$ cat config.mk
export PLATFORM = sky130hd
export DESIGN_NAME = pwm_regs_mc
export DESIGN_NICKNAME = d
export VERILOG_FILES = /design/src/rtl/pwm_regs_mc.sv
export SDC_FILE = /design/constraint.sdc
export NUM_CORES = 1
export LEC_CHECK = 0
export BUFFER_PORTS_ARGS = -buffer_cell sky130_fd_sc_hd__buf_2
export CORE_MARGIN = 2
export CORE_UTILIZATION = 30
export CTS_BUF_LIST = sky130_fd_sc_hd__clkbuf_16
export DETAILED_ROUTE_END_ITERATION = 12
export PLACE_DENSITY = 0.48
export REMOVE_ABC_BUFFERS = 1
export SETUP_SLACK_MARGIN = 0.05
export SYNTH_ARGS = -nofsm -noshare
export SYNTH_HDL_FRONTEND = slang
export SYNTH_SLANG_ARGS = --single-unit
$ cat constraint.sdc
create_clock -name clk -period 5 [get_ports clk]
set_input_delay 1 -clock clk [delete_from_list [all_inputs] [get_ports clk]]
set_output_delay 1 -clock clk [all_outputs]
set_load 0.01 [all_outputs]
$ cat src/rtl/pwm_regs_mc.sv
// pwm_regs_mc: byte-addressed register file for NUM_CH PWM channels with atomic 16-bit commits.
// Define PWM_REGS_SYNC_UPDATE_EN to shadow period/compare outputs until period_end (or while disabled).
module pwm_regs_mc #(
  parameter int          NUM_CH     = 2,
  parameter logic [15:0] RST_PERIOD = 16'h0000
) (
  input  logic                 clk,
  input  logic                 rst,
  input  logic                 read,
  input  logic                 write,
  input  logic [5:0]           addr,
  input  logic [7:0]           data_write,
  output logic [7:0]           data_read,
  output logic                 addr_err,
  input  logic [16*NUM_CH-1:0] counter_val,
  input  logic [NUM_CH-1:0]    period_end,
  output logic [16*NUM_CH-1:0] period,
  output logic [16*NUM_CH-1:0] compare1,
  output logic [16*NUM_CH-1:0] compare2,
  output logic [8*NUM_CH-1:0]  prescale,
  output logic [2*NUM_CH-1:0]  functions,
  output logic [NUM_CH-1:0]    en,
  output logic [NUM_CH-1:0]    count_reset,
  output logic [NUM_CH-1:0]    upnotdown,
  output logic [NUM_CH-1:0]    pwm_en
);
  logic [1:0]          ch;
  logic [3:0]          off;
  logic                valid;
  logic [8*NUM_CH-1:0] rd_all;
  logic [7:0]          rd_sel, data_read_q, data_read_d;
  logic                addr_err_q, addr_err_d;
  assign ch    = addr[5:4];
  assign off   = addr[3:0];
  assign valid = (32'(ch) < NUM_CH) && (off < 4'hE);
  always_comb begin
    rd_sel = '0;
    for (int i = 0; i < NUM_CH; i++) rd_sel = (ch == 2'(i)) ? rd_all[8*i+:8] : rd_sel;
  end
  assign data_read_d = read ? (valid ? rd_sel : 8'h00) : data_read_q;
  assign addr_err_d  = (read | write) & ~valid;
  always_ff @(posedge clk) begin
    if (rst) begin
      data_read_q <= 8'h00;
      addr_err_q  <= 1'b0;
    end else begin
      data_read_q <= data_read_d;
      addr_err_q  <= addr_err_d;
    end
  end
  assign data_read = data_read_q;
  assign addr_err  = addr_err_q;
  for (genvar c = 0; c < NUM_CH; c++) begin : g_ch
    logic        hit, wr;
    logic [15:0] cnt, per_q, per_d, cmp1_q, cmp1_d, cmp2_q, cmp2_d, snap_q, snap_d;
    logic [7:0]  per_stg_q, per_stg_d, cmp1_stg_q, cmp1_stg_d, cmp2_stg_q, cmp2_stg_d;
    logic [7:0]  pre_q, pre_d, rd;
    logic        en_q, en_d, ud_q, ud_d, pe_q, pe_d;
    logic [1:0]  fn_q, fn_d, cr_q, cr_d;
    assign hit = valid && (ch == 2'(c));
    assign wr  = write && hit;
    assign cnt = counter_val[16*c+:16];
    always_comb begin
      per_stg_d  = (wr && off == 4'h0) ? data_write : per_stg_q;
      per_d      = (wr && off == 4'h1) ? {data_write, per_stg_q} : per_q;
      en_d       = (wr && off == 4'h2) ? data_write[0] : en_q;
      cmp1_stg_d = (wr && off == 4'h3) ? data_write : cmp1_stg_q;
      cmp1_d     = (wr && off == 4'h4) ? {data_write, cmp1_stg_q} : cmp1_q;
      cmp2_stg_d = (wr && off == 4'h5) ? data_write : cmp2_stg_q;
      cmp2_d     = (wr && off == 4'h6) ? {data_write, cmp2_stg_q} : cmp2_q;
      cr_d       = (wr && off == 4'h7 && data_write[0]) ? 2'd2 : ((cr_q != 2'd0) ? cr_q - 2'd1 : 2'd0);
      snap_d     = (read && hit && off == 4'h8) ? cnt : snap_q;
      pre_d      = (wr && off == 4'hA) ? data_write : pre_q;
      ud_d       = (wr && off == 4'hB) ? data_write[0] : ud_q;
      pe_d       = (wr && off == 4'hC) ? data_write[0] : pe_q;
      fn_d       = (wr && off == 4'hD) ? data_write[1:0] : fn_q;
    end
    always_comb begin
      case (off)
        4'h0:    rd = per_q[7:0];
        4'h1:    rd = per_q[15:8];
        4'h2:    rd = {7'b0, en_q};
        4'h3:    rd = cmp1_q[7:0];
        4'h4:    rd = cmp1_q[15:8];
        4'h5:    rd = cmp2_q[7:0];
        4'h6:    rd = cmp2_q[15:8];
        4'h8:    rd = cnt[7:0];
        4'h9:    rd = snap_q[15:8];
        4'hA:    rd = pre_q;
        4'hB:    rd = {7'b0, ud_q};
        4'hC:    rd = {7'b0, pe_q};
        4'hD:    rd = {6'b0, fn_q};
        default: rd = 8'h00;
      endcase
    end
    assign rd_all[8*c+:8] = rd;
    always_ff @(posedge clk) begin
      if (rst) begin
        per_q <= RST_PERIOD;
        {cmp1_q, cmp2_q, snap_q} <= '0;
        {per_stg_q, cmp1_stg_q, cmp2_stg_q, pre_q} <= '0;
        {en_q, ud_q, pe_q, fn_q, cr_q} <= '0;
      end else begin
        per_q      <= per_d;
        cmp1_q     <= cmp1_d;
        cmp2_q     <= cmp2_d;
        snap_q     <= snap_d;
        per_stg_q  <= per_stg_d;
        cmp1_stg_q <= cmp1_stg_d;
        cmp2_stg_q <= cmp2_stg_d;
        pre_q      <= pre_d;
        en_q       <= en_d;
        ud_q       <= ud_d;
        pe_q       <= pe_d;
        fn_q       <= fn_d;
        cr_q       <= cr_d;
      end
    end
`ifdef PWM_REGS_SYNC_UPDATE_EN
    // Shadows take the freshly committed value, so a commit coinciding with the load condition is not lost.
    logic [15:0] per_o_q, cmp1_o_q, cmp2_o_q;
    logic        load;
    assign load = period_end[c] | ~en_q;
    always_ff @(posedge clk) begin
      if (rst) begin
        per_o_q  <= RST_PERIOD;
        cmp1_o_q <= '0;
        cmp2_o_q <= '0;
      end else if (load) begin
        per_o_q  <= per_d;
        cmp1_o_q <= cmp1_d;
        cmp2_o_q <= cmp2_d;
      end
    end
    assign period[16*c+:16]   = per_o_q;
    assign compare1[16*c+:16] = cmp1_o_q;
    assign compare2[16*c+:16] = cmp2_o_q;
`else
    logic unused_pe;
    assign unused_pe          = period_end[c];
    assign period[16*c+:16]   = per_q;
    assign compare1[16*c+:16] = cmp1_q;
    assign compare2[16*c+:16] = cmp2_q;
`endif
    assign prescale[8*c+:8]  = pre_q;
    assign functions[2*c+:2] = fn_q;
    assign en[c]             = en_q;
    assign count_reset[c]    = cr_q != 2'd0;
    assign upnotdown[c]      = ud_q;
    assign pwm_en[c]         = pe_q;
  end
endmodule

# Yosys cells after proc, flatten, opt, wreduce, memory -nomap -nowiden
# Cells that the tools add are included.
[classes]
addsub = 2
magnitude_cmp = 2
eq_ne = 14
muxes = 9
bitwise_logic = 5
n_reduce_logical = 41
[ops]
columns = ["cell", "count"]
rows = [
  ["8-bit case mux with 13 select lines", 2],
  ["1-bit logical AND", 35],
  ["4-bit == test (second input constant)", 6],
  ["8-bit 2-to-1 mux", 3],
  ["4-bit by 3-bit == test with 1-bit output (second input constant)", 4],
  ["4-bit by 2-bit == test with 1-bit output (second input constant)", 2],
  ["2-bit 2-to-1 mux", 4],
  ["3-bit OR reduction", 2],
  ["4-bit by 1-bit == test with 1-bit output (second input constant)", 1],
  ["4-bit logical NOT", 1],
  ["4-bit < comparator (second input constant)", 1],
  ["2-bit nonzero test", 2],
  ["2-bit by 1-bit subtractor with 2-bit output (second input constant)", 2],
  ["1-bit inverter", 3],
  ["2-bit by 1-bit == test with 1-bit output (second input constant)", 1],
  ["2-bit logical NOT", 1],
  ["2-bit < comparator (second input constant)", 1],
  ["1-bit AND", 1],
  ["1-bit bitwise OR", 1],
]
[word_totals]
regBits = 215
in_bits = 52

# Depth between registers and ports, before layout
# Gate-level depths: netlist (run 1).
[logic_depth]
depth_word = 7
ltp_mapped = 8

# Least setup slack after synthesis (run 1)
# No wires, ideal clock.
[synth_timing]
path_type = "input to register"
start = "input addr[1]"
end = "register data_read_q[7] (netlist: data_read[7])"
setup_time_ns = 0.120
arrival_ns = 2.233
path_slack_ns = 2.647
stages = 7
n_path_buf = 2
cell_sequence = "buf_4 -> nor2b_4 -> and2_1 -> buf_6 -> o2bb2ai_1 -> o311a_1 -> a211o_1"
[synth_between]
elab_chain_cells = 5
elab_cells_between_ends = 20
[synth_lines]
columns = ["item", "line_no", "rtl"]
rows = [
  ["start, declared", "11", "input logic [5:0] addr,"],
  ["4-bit == test (tied with other cells)", "79", "case (off)"],
  ["8-bit case mux with 13 select lines", "79", ""],
  ["8-bit 2-to-1 mux (2 in a row)", "38", "for (int i = 0; i < NUM_CH; i++) rd_sel = (ch == 2'(i)) ? rd_all[8*i+:8] : rd_sel;"],
  ["8-bit 2-to-1 mux (*)", "40", "assign data_read_d = read ? (valid ? rd_sel : 8'h00) : data_read_q;"],
  ["end signal, assigned", "47", "data_read_q <= data_read_d;"],
  ["end, declared", "31", "logic [7:0] rd_sel, data_read_q, data_read_d;"],
]
# Every way passes the cells marked *; elsewhere a longest branch is shown, timed or not.
# A chain may end at the register's enable or synchronous reset.

# Final worst setup path (run 1)
[layout_timing]
start = "input addr[3]"
end = "register g_ch[1].cmp2_q[15]"
[layout_between]
elab_chain_cells = 5
elab_cells_between_ends = 6
[layout_lines]
columns = ["item", "line_no", "rtl"]
rows = [
  ["4-bit < comparator", "35", "assign valid = (32'(ch) < NUM_CH) && (off < 4'hE);"],
  ["1-bit logical AND", "35", ""],
  ["1-bit logical AND", "60", "assign hit = valid && (ch == 2'(c));"],
  ["1-bit logical AND", "61", "assign wr = write && hit;"],
  ["1-bit logical AND (*)", "70", "cmp2_d = (wr && off == 4'h6) ? {data_write, cmp2_stg_q} : cmp2_q;"],
  ["end signal, assigned", "106", "cmp2_q <= cmp2_d;"],
  ["end, declared", "55", "logic [15:0] cnt, per_q, per_d, cmp1_q, cmp1_d, cmp2_q, cmp2_d, snap_q, snap_d;"],
]
# Marks and branches as above.

==> results of run 1 <==
==> through the flow <==
step	cell area [um2]	std cells	hold slack, ns	setup WS [ns]	util
5_1_grt	10500	1567	0.474	1.74	0.358
4_1_cts	10500	1567	0.457	2.03	0.358
2_1_floorplan	8350	939	0.430	1.62	-
3_3_place_gp	9950	1535	0.441	1.55	0.338
6_report	10500	1567	0.457	1.98	0.358
3_5_place_dp	9950	1535	0.447	1.59	0.338
==> per-layer routing <==
metal / up-vias / track usage / wire length, um
li1: 3911 / - / -
met1: 4038 / 0.316 / 16500
met2: 278 / 0.336 / 15900
met3: 40 / 0.0540 / 2280
met4: 0 / 0.0730 / 780
met5: - / 0 / 0
==> layout by cell type (no fill, tap or decap), drive strengths merged, types with 2 or more instances in the layout <==
cell / count
a211oi: 4
a211o: 2
a32oi: 7
nand4b: 2
nand2b: 7
nand4: 9
a22oi: 23
inv: 10
and3: 13
o2bb2ai: 2
o22a: 2
o21ai: 3
a22o: 5
buf: 206
nand3: 120
a221oi: 5
mux2i: 93
mux2: 9
nor3: 11
nor2: 100
and2: 3
clkinv: 9
and2b: 3
dfxtp: 199
o311ai: 2
o22ai: 10
o32ai: 3
or2: 4
nand2: 134
a21oi: 119
nor2b: 8
a2111oi: 3
a21o: 3
o221ai: 5
nor3b: 4
a31oi: 5
clkbuf: 17
==> cell type report <==
type	count	share of cell area
multi-input combinational	734	0.413
sequential	199	0.378
timing repair buffer	206	0.104
tap	390	0.0463
clock buffer	17	0.0404
clock inverter	15	0.0158
inverter	6	0.00214
==> power by group <==
| part | internal, uW | switching, uW | leakage, uW |
|---|---|---|---|
| registers | 1590 | 3.88 | 0.00160 |
| clock network | 711 | 703 | 0.000285 |
| logic | 55.0 | 177 | 0.00266 |
==> critical path: cells and delay by family <==
kind / cells / cell delay, ns
AND/OR/NAND/NOR: 4 / 1.30
buffers and inverters: 2 / 0.89
AO/OA/AOI/OAI: 1 / 0.16
==> kinds of logic after synthesis <==
group / synth area share
buffers and inverters: 0.0648
flip-flops: 0.447
AND/OR/NAND/NOR: 0.222
multiplexers: 0.116
AO/OA/AOI/OAI: 0.150
==> state kept, by name, summed over array words and instances (netlist names) <==
| name | cells |
|---|---|
| g_ch.en_q | 2 |
| addr_err | 1 |
| g_ch.cmp2_stg_q | 16 |
| g_ch.per_stg_q | 16 |
| g_ch.cr_q | 4 |
| data_read | 8 |
| g_ch.pe_q | 2 |
| g_ch.snap_q | 16 |
| g_ch.ud_q | 2 |
| g_ch.cmp1_stg_q | 16 |
| g_ch.cmp2_q | 32 |
| g_ch.per_q | 32 |
| g_ch.pre_q | 16 |
| g_ch.fn_q | 4 |
| g_ch.cmp1_q | 32 |
==> worst min path at each step <==
stage / from / to / slack (ns) / cells after the start
after CTS: g_ch[0].cmp1_stg_q[6] / g_ch[0].cmp1_stg_q[6] / 0.46 / 2
after floorplan: g_ch[0].cmp1_stg_q[0] / g_ch[0].cmp1_stg_q[0] / 0.43 / 2
after detailed placement: g_ch[0].cmp2_stg_q[4] / g_ch[0].cmp2_stg_q[4] / 0.45 / 2
after global placement: g_ch[0].cmp1_stg_q[3] / g_ch[0].cmp1_stg_q[3] / 0.44 / 2
final: g_ch[0].cmp1_stg_q[6] / g_ch[0].cmp1_stg_q[6] / 0.46 / 2
after global routing: g_ch[0].per_stg_q[0] / g_ch[0].per_stg_q[0] / 0.47 / 2
==> flow_summary.toml, run 1 <==
[setup_path]
ff_to_ff_end = "data_read[7]"
timing.critical_path.required_ns = 5.35
worst_setup_path_endpoint = "g_ch[1].cmp2_q[15]"
worst_path_most_repeated_cell = "sky130_fd_sc_hd__nand2_1"
timing.reg2reg.setup_slack_ns = 3.35
timing.critical_path.slowest_cell_delay_ns = 0.57
worstSetupStartpointType = "input pin"
timing.critical_path.from = "addr[3]"
setup.worst_path.end_class = "flop"
setup.worst_path.class = "in -> reg"
rr_worst_depth = 5
worstPathCellList = "buf_2, nand3_1, and3_1, buf_4, nand2_1, nand2_1, a21oi_1"
worst_r2r_startpoint = "g_ch[1].snap_q[15]"
timing.critical_path.slowest_stage_cell = "sky130_fd_sc_hd__buf_2"
highest_fanout_seen_on_the_critical_path = 32
worstPathArrival_ns = 3.37

[sta]
setup_violations = 0
clock_skew_ns = 0.0110
finalWorstPathRequiredPeriod_ns = 3.02
timing.setup.tns_ns = 0
timing.final.crit_share = 0.604
tightest_slew_ns = 1.00
fmax_mhz = 331
timing.max_slew.rel_slack = 0.331
finalMaxSlewViolations = 0
rsz_0062_raised_after_global_routing = "no"
hold_violations_final = 0

[synthesis]
synth.distinct_cells = 63
synth_async_sr_flop_share = 0
yosys.area.top_type_share = 0.447
synth_area_um2 = 8910
syn_area_per_cell_um2 = 8.57
yosys.cell_count.top_type = "sky130_fd_sc_hd__dfxtp_1"
synthesis.instances = 1039
synth_ff_type = "sky130_fd_sc_hd__dfxtp_1"
top_post_synthesis_cells_by_count = "199 x sky130_fd_sc_hd__dfxtp_1, 132 x sky130_fd_sc_hd__nand2_1, 119 x sky130_fd_sc_hd__a21oi_1"
seq_area_frac_synth = 0.447
yosys_warnings = 0
yosysTopAreaCell = "sky130_fd_sc_hd__dfxtp_1"
post_synth_main_area_contributors = "sky130_fd_sc_hd__dfxtp_1 45%, sky130_fd_sc_hd__mux2i_1 10%, sky130_fd_sc_hd__a21oi_1 6.7%"
synth_enable_flop_cells = 0
ys_ff_latch = 199

[clock_network]
postCtsSetupBuffers = 0
cts_htree_levels = 4
worst_skew_pair.late_latency_ns = 0.44
clock-sinks = 199
clockRootBuffer = "sky130_fd_sc_hd__clkbuf_16"
cts_inserted_buffers = 17
cts.clk_slew.worst_paths_ns = 0.07
postCtsHoldBufs = 0
tritoncts = "done"
post_cts_resized = 0
clockBufferDepth = 2

[power]
totalPowerFinal_uw = 3240
irDropWorstVdd_uv = 235
total_leakage_power_uw = 0.00455
p_per_area_nw_per_um2 = 307

[hold_path]
hold_class = "reg -> reg"

[flow_run]
maxCapViolations = 0

[final_layout]
drive_above_1_share = 0.229
register_area_um2 = 3980
area_growth_syn_to_layout_pct = 18.3
num_antenna_cells = 0
filler_cell_count = 3136
multi_input_comb_area_um2 = 4350
finish.net_count = 1216

[die]
site_rows = 63
design.die.area_um2 = 31100
die_x_um = 176
initial_core_util = 0.303
dieHeight_um = 176
num_io_pins = 185
core_area_um2 = 29400

[routing]
routed-via-count = 8267
drtIter0Drc = 805
finalWirelength_mm = 35.4
wire_per_inst_um = 22.6
antenna_violating_nets_post_route = 0
viasPerCell = 5.28
drc = 0
router_iterations_before_antenna_repair = 5

[placement]
port-buffer-count = 182
post-dp-hpwl_mm = 24.3
place.gp.congestion = 0.842

[grt]
antenna_violations_before_repair = 0
grt_start_max_net_pins = 115
grt_pass1_vias = 7723
global_route_wire_length_before_repair_mm = 51.4
track_usage = 0.224
overflow = 0

[outcome]
status = "finished clean"
No activity file was read; power rests on OpenSTA's default activity.
==> run 2, diff against run 1 <==
--- a/config.mk
+++ b/config.mk
@@ -10,7 +10,7 @@
 export CORE_UTILIZATION = 30
 export CTS_BUF_LIST = sky130_fd_sc_hd__clkbuf_16
 export DETAILED_ROUTE_END_ITERATION = 12
-export PLACE_DENSITY = 0.48
+export PLACE_DENSITY = 0.5
 export REMOVE_ABC_BUFFERS = 1
 export SETUP_SLACK_MARGIN = 0.05
 export SYNTH_ARGS = -nofsm -noshare
==> constraint.sdc (replaced) <==
create_clock -name clk -period 2.5 [get_ports clk]
set_input_delay 0.5 -clock clk [delete_from_list [all_inputs] [get_ports clk]]
set_output_delay 0.5 -clock clk [all_outputs]
set_load 0.01 [all_outputs]
==> flow_summary.toml, run 2 (synthesis results as in run 1) <==
[routing]
drtIter0Drc = 821
viasPerCell = 5.21
finalWirelength_mm = 34.5
router_iterations_before_antenna_repair = 5
routed-via-count = 8399
drc = 0
wire_per_inst_um = 21.4
antenna_violating_nets_post_route = 0

[sta]
fmax_mhz = 484
hold_violations_final = 0
finalMaxSlewViolations = 0
timing.setup.tns_ns = 0
clock_skew_ns = 0.00893
finalWorstPathRequiredPeriod_ns = 2.07
rsz_0062_raised_after_global_routing = "no"
setup_violations = 0
tightest_slew_ns = 0.653
hold-worst-slack_ns = 0.300
timing.final.crit_share = 0.827
timing.max_slew.rel_slack = 0.553

[setup_path]
timing.reg2reg.setup_slack_ns = 0.75
worstSetupStartpointType = "input pin"
worstPathCellList = "buf_2, nor2b_1, buf_4, a22oi_1, nor2_1, a2111oi_0, o221ai_1"
timing.critical_path.slowest_stage_cell = "sky130_fd_sc_hd__a2111oi_0"
setup.worst_path.class = "in -> reg"
highest_fanout_seen_on_the_critical_path = 14
timing.critical_path.required_ns = 2.79
timing.critical_path.slowest_cell_delay_ns = 0.62
worstPathArrival_ns = 2.36
setup.worst_path.end_class = "flop"

[grt]
track_usage = 0.220
grt_pass1_vias = 7912
grt_start_max_net_pins = 129
overflow = 0
antenna_violations_before_repair = 0
global_route_wire_length_before_repair_mm = 50.8

[power]
totalPowerFinal_uw = 6700
irDropWorstVdd_uv = 472
p_per_area_nw_per_um2 = 611
total_leakage_power_uw = 0.00482

[placement]
port-buffer-count = 182
instance_area_at_placement_um2 = 10300
place.gp.congestion = 0.880
numPlacedInstances = 1580
post-dp-hpwl_mm = 25.0

[clock_network]
clockRootBuffer = "sky130_fd_sc_hd__clkbuf_16"
post_cts_resized = 0
cts_inserted_buffers = 17
clock-sinks = 199
cts.clk_slew.worst_paths_ns = 0.07
postCtsSetupBuffers = 0
worst_skew_pair.late_latency_ns = 0.43
clockBufferDepth = 2
tritoncts = "done"
cts_htree_levels = 4
postCtsHoldBufs = 0

[die]
initial_core_util = 0.303
num_io_pins = 185
core_area_um2 = 29400
dieHeight_um = 176
die_x_um = 176
design.die.area_um2 = 31100
site_rows = 63

[final_layout]
design_area_um2 = 11000
multi_input_comb_area_um2 = 4350
register_area_um2 = 3980
area_growth_syn_to_layout_pct = 23.2
finish.net_count = 1261
drive_above_1_share = 0.255
num_antenna_cells = 0
reg_top3 = "g_ch.cmp1_q (32), g_ch.cmp2_q (32), g_ch.per_q (32)"
layout_common_cells = "199 x sky130_fd_sc_hd__dfxtp_1, 181 x sky130_fd_sc_hd__buf_2, 132 x sky130_fd_sc_hd__nand2_1"
filler_cell_count = 3131
post_layout_nonfiller_instances = 1611
most_common_library_cell_in_the_layout_ignoring_fill_and_taps = "sky130_fd_sc_hd__dfxtp_1"

[outcome]
status = "finished clean"

[hold_path]
hold_class = "in -> reg"

[flow_run]
maxCapViolations = 0
[run 2: changes by cell type in the layout (fill, tap and decap cells not counted), sizes merged]
| cell | change |
|---|---|
| clkinv | -5 |
| bufinv | +4 |
| inv | -1 |
| buf | +45 |
| clkinvlp | +1 |
[run 2: worst max-delay path, delay by kind of cell]
family                 cells  cell delay [ns]
and+or+nand+nor            2             0.23
buffers and inverters      2             0.52
AOI/OAI and AO/OA          3             1.09
[run 2: report_power, final]
group / switching [uW] / internal (uW) / total (uW) / leakage [uW]
Clock: 1250 / 1770 / 3020 / 0.000307
Combinational: 349 / 151 / 500 / 0.00291
Sequential: 8.32 / 3180 / 3190 / 0.00160
[run 2: path summary, 6_finish.rpt]
kind                               from                    end  depth (start not counted)
setup / recovery                addr[3]           data_read[5]                          7
hold / removal          counter_val[10]     g_ch[0].snap_q[10]                          3
setup reg to reg      g_ch[0].cmp2_q[5]           data_read[5]                          5
hold reg to reg   g_ch[0].cmp2_stg_q[5]  g_ch[0].cmp2_stg_q[5]                          2
[run 2: cell type report]
class                      instances  share of cell area
timing repair buffer             251               0.136
sequential                       199               0.363
inverter                           6             0.00205
tap                              390              0.0444
multi-input combinational        734               0.397
clock buffer                      17              0.0388
clock inverter                    14              0.0188
[run 2: layer usage]
metal,vias to the layer above,GRT usage,routed length [um]
li1,4003,-,-
met1,4073,0.313,16200
met2,283,0.340,15600
met3,40,0.0401,1990
met4,0,0.0640,745
met5,-,0,0
[run 2: per-stage QoR]
stage / utilization / setup slack, ns
2_1_floorplan: - / -0.383
3_3_place_gp: 0.352 / 0.0660
3_5_place_dp: 0.352 / 0.0464
4_1_cts: 0.373 / 0.478
5_1_grt: 0.373 / 0.409
6_report: 0.373 / 0.433
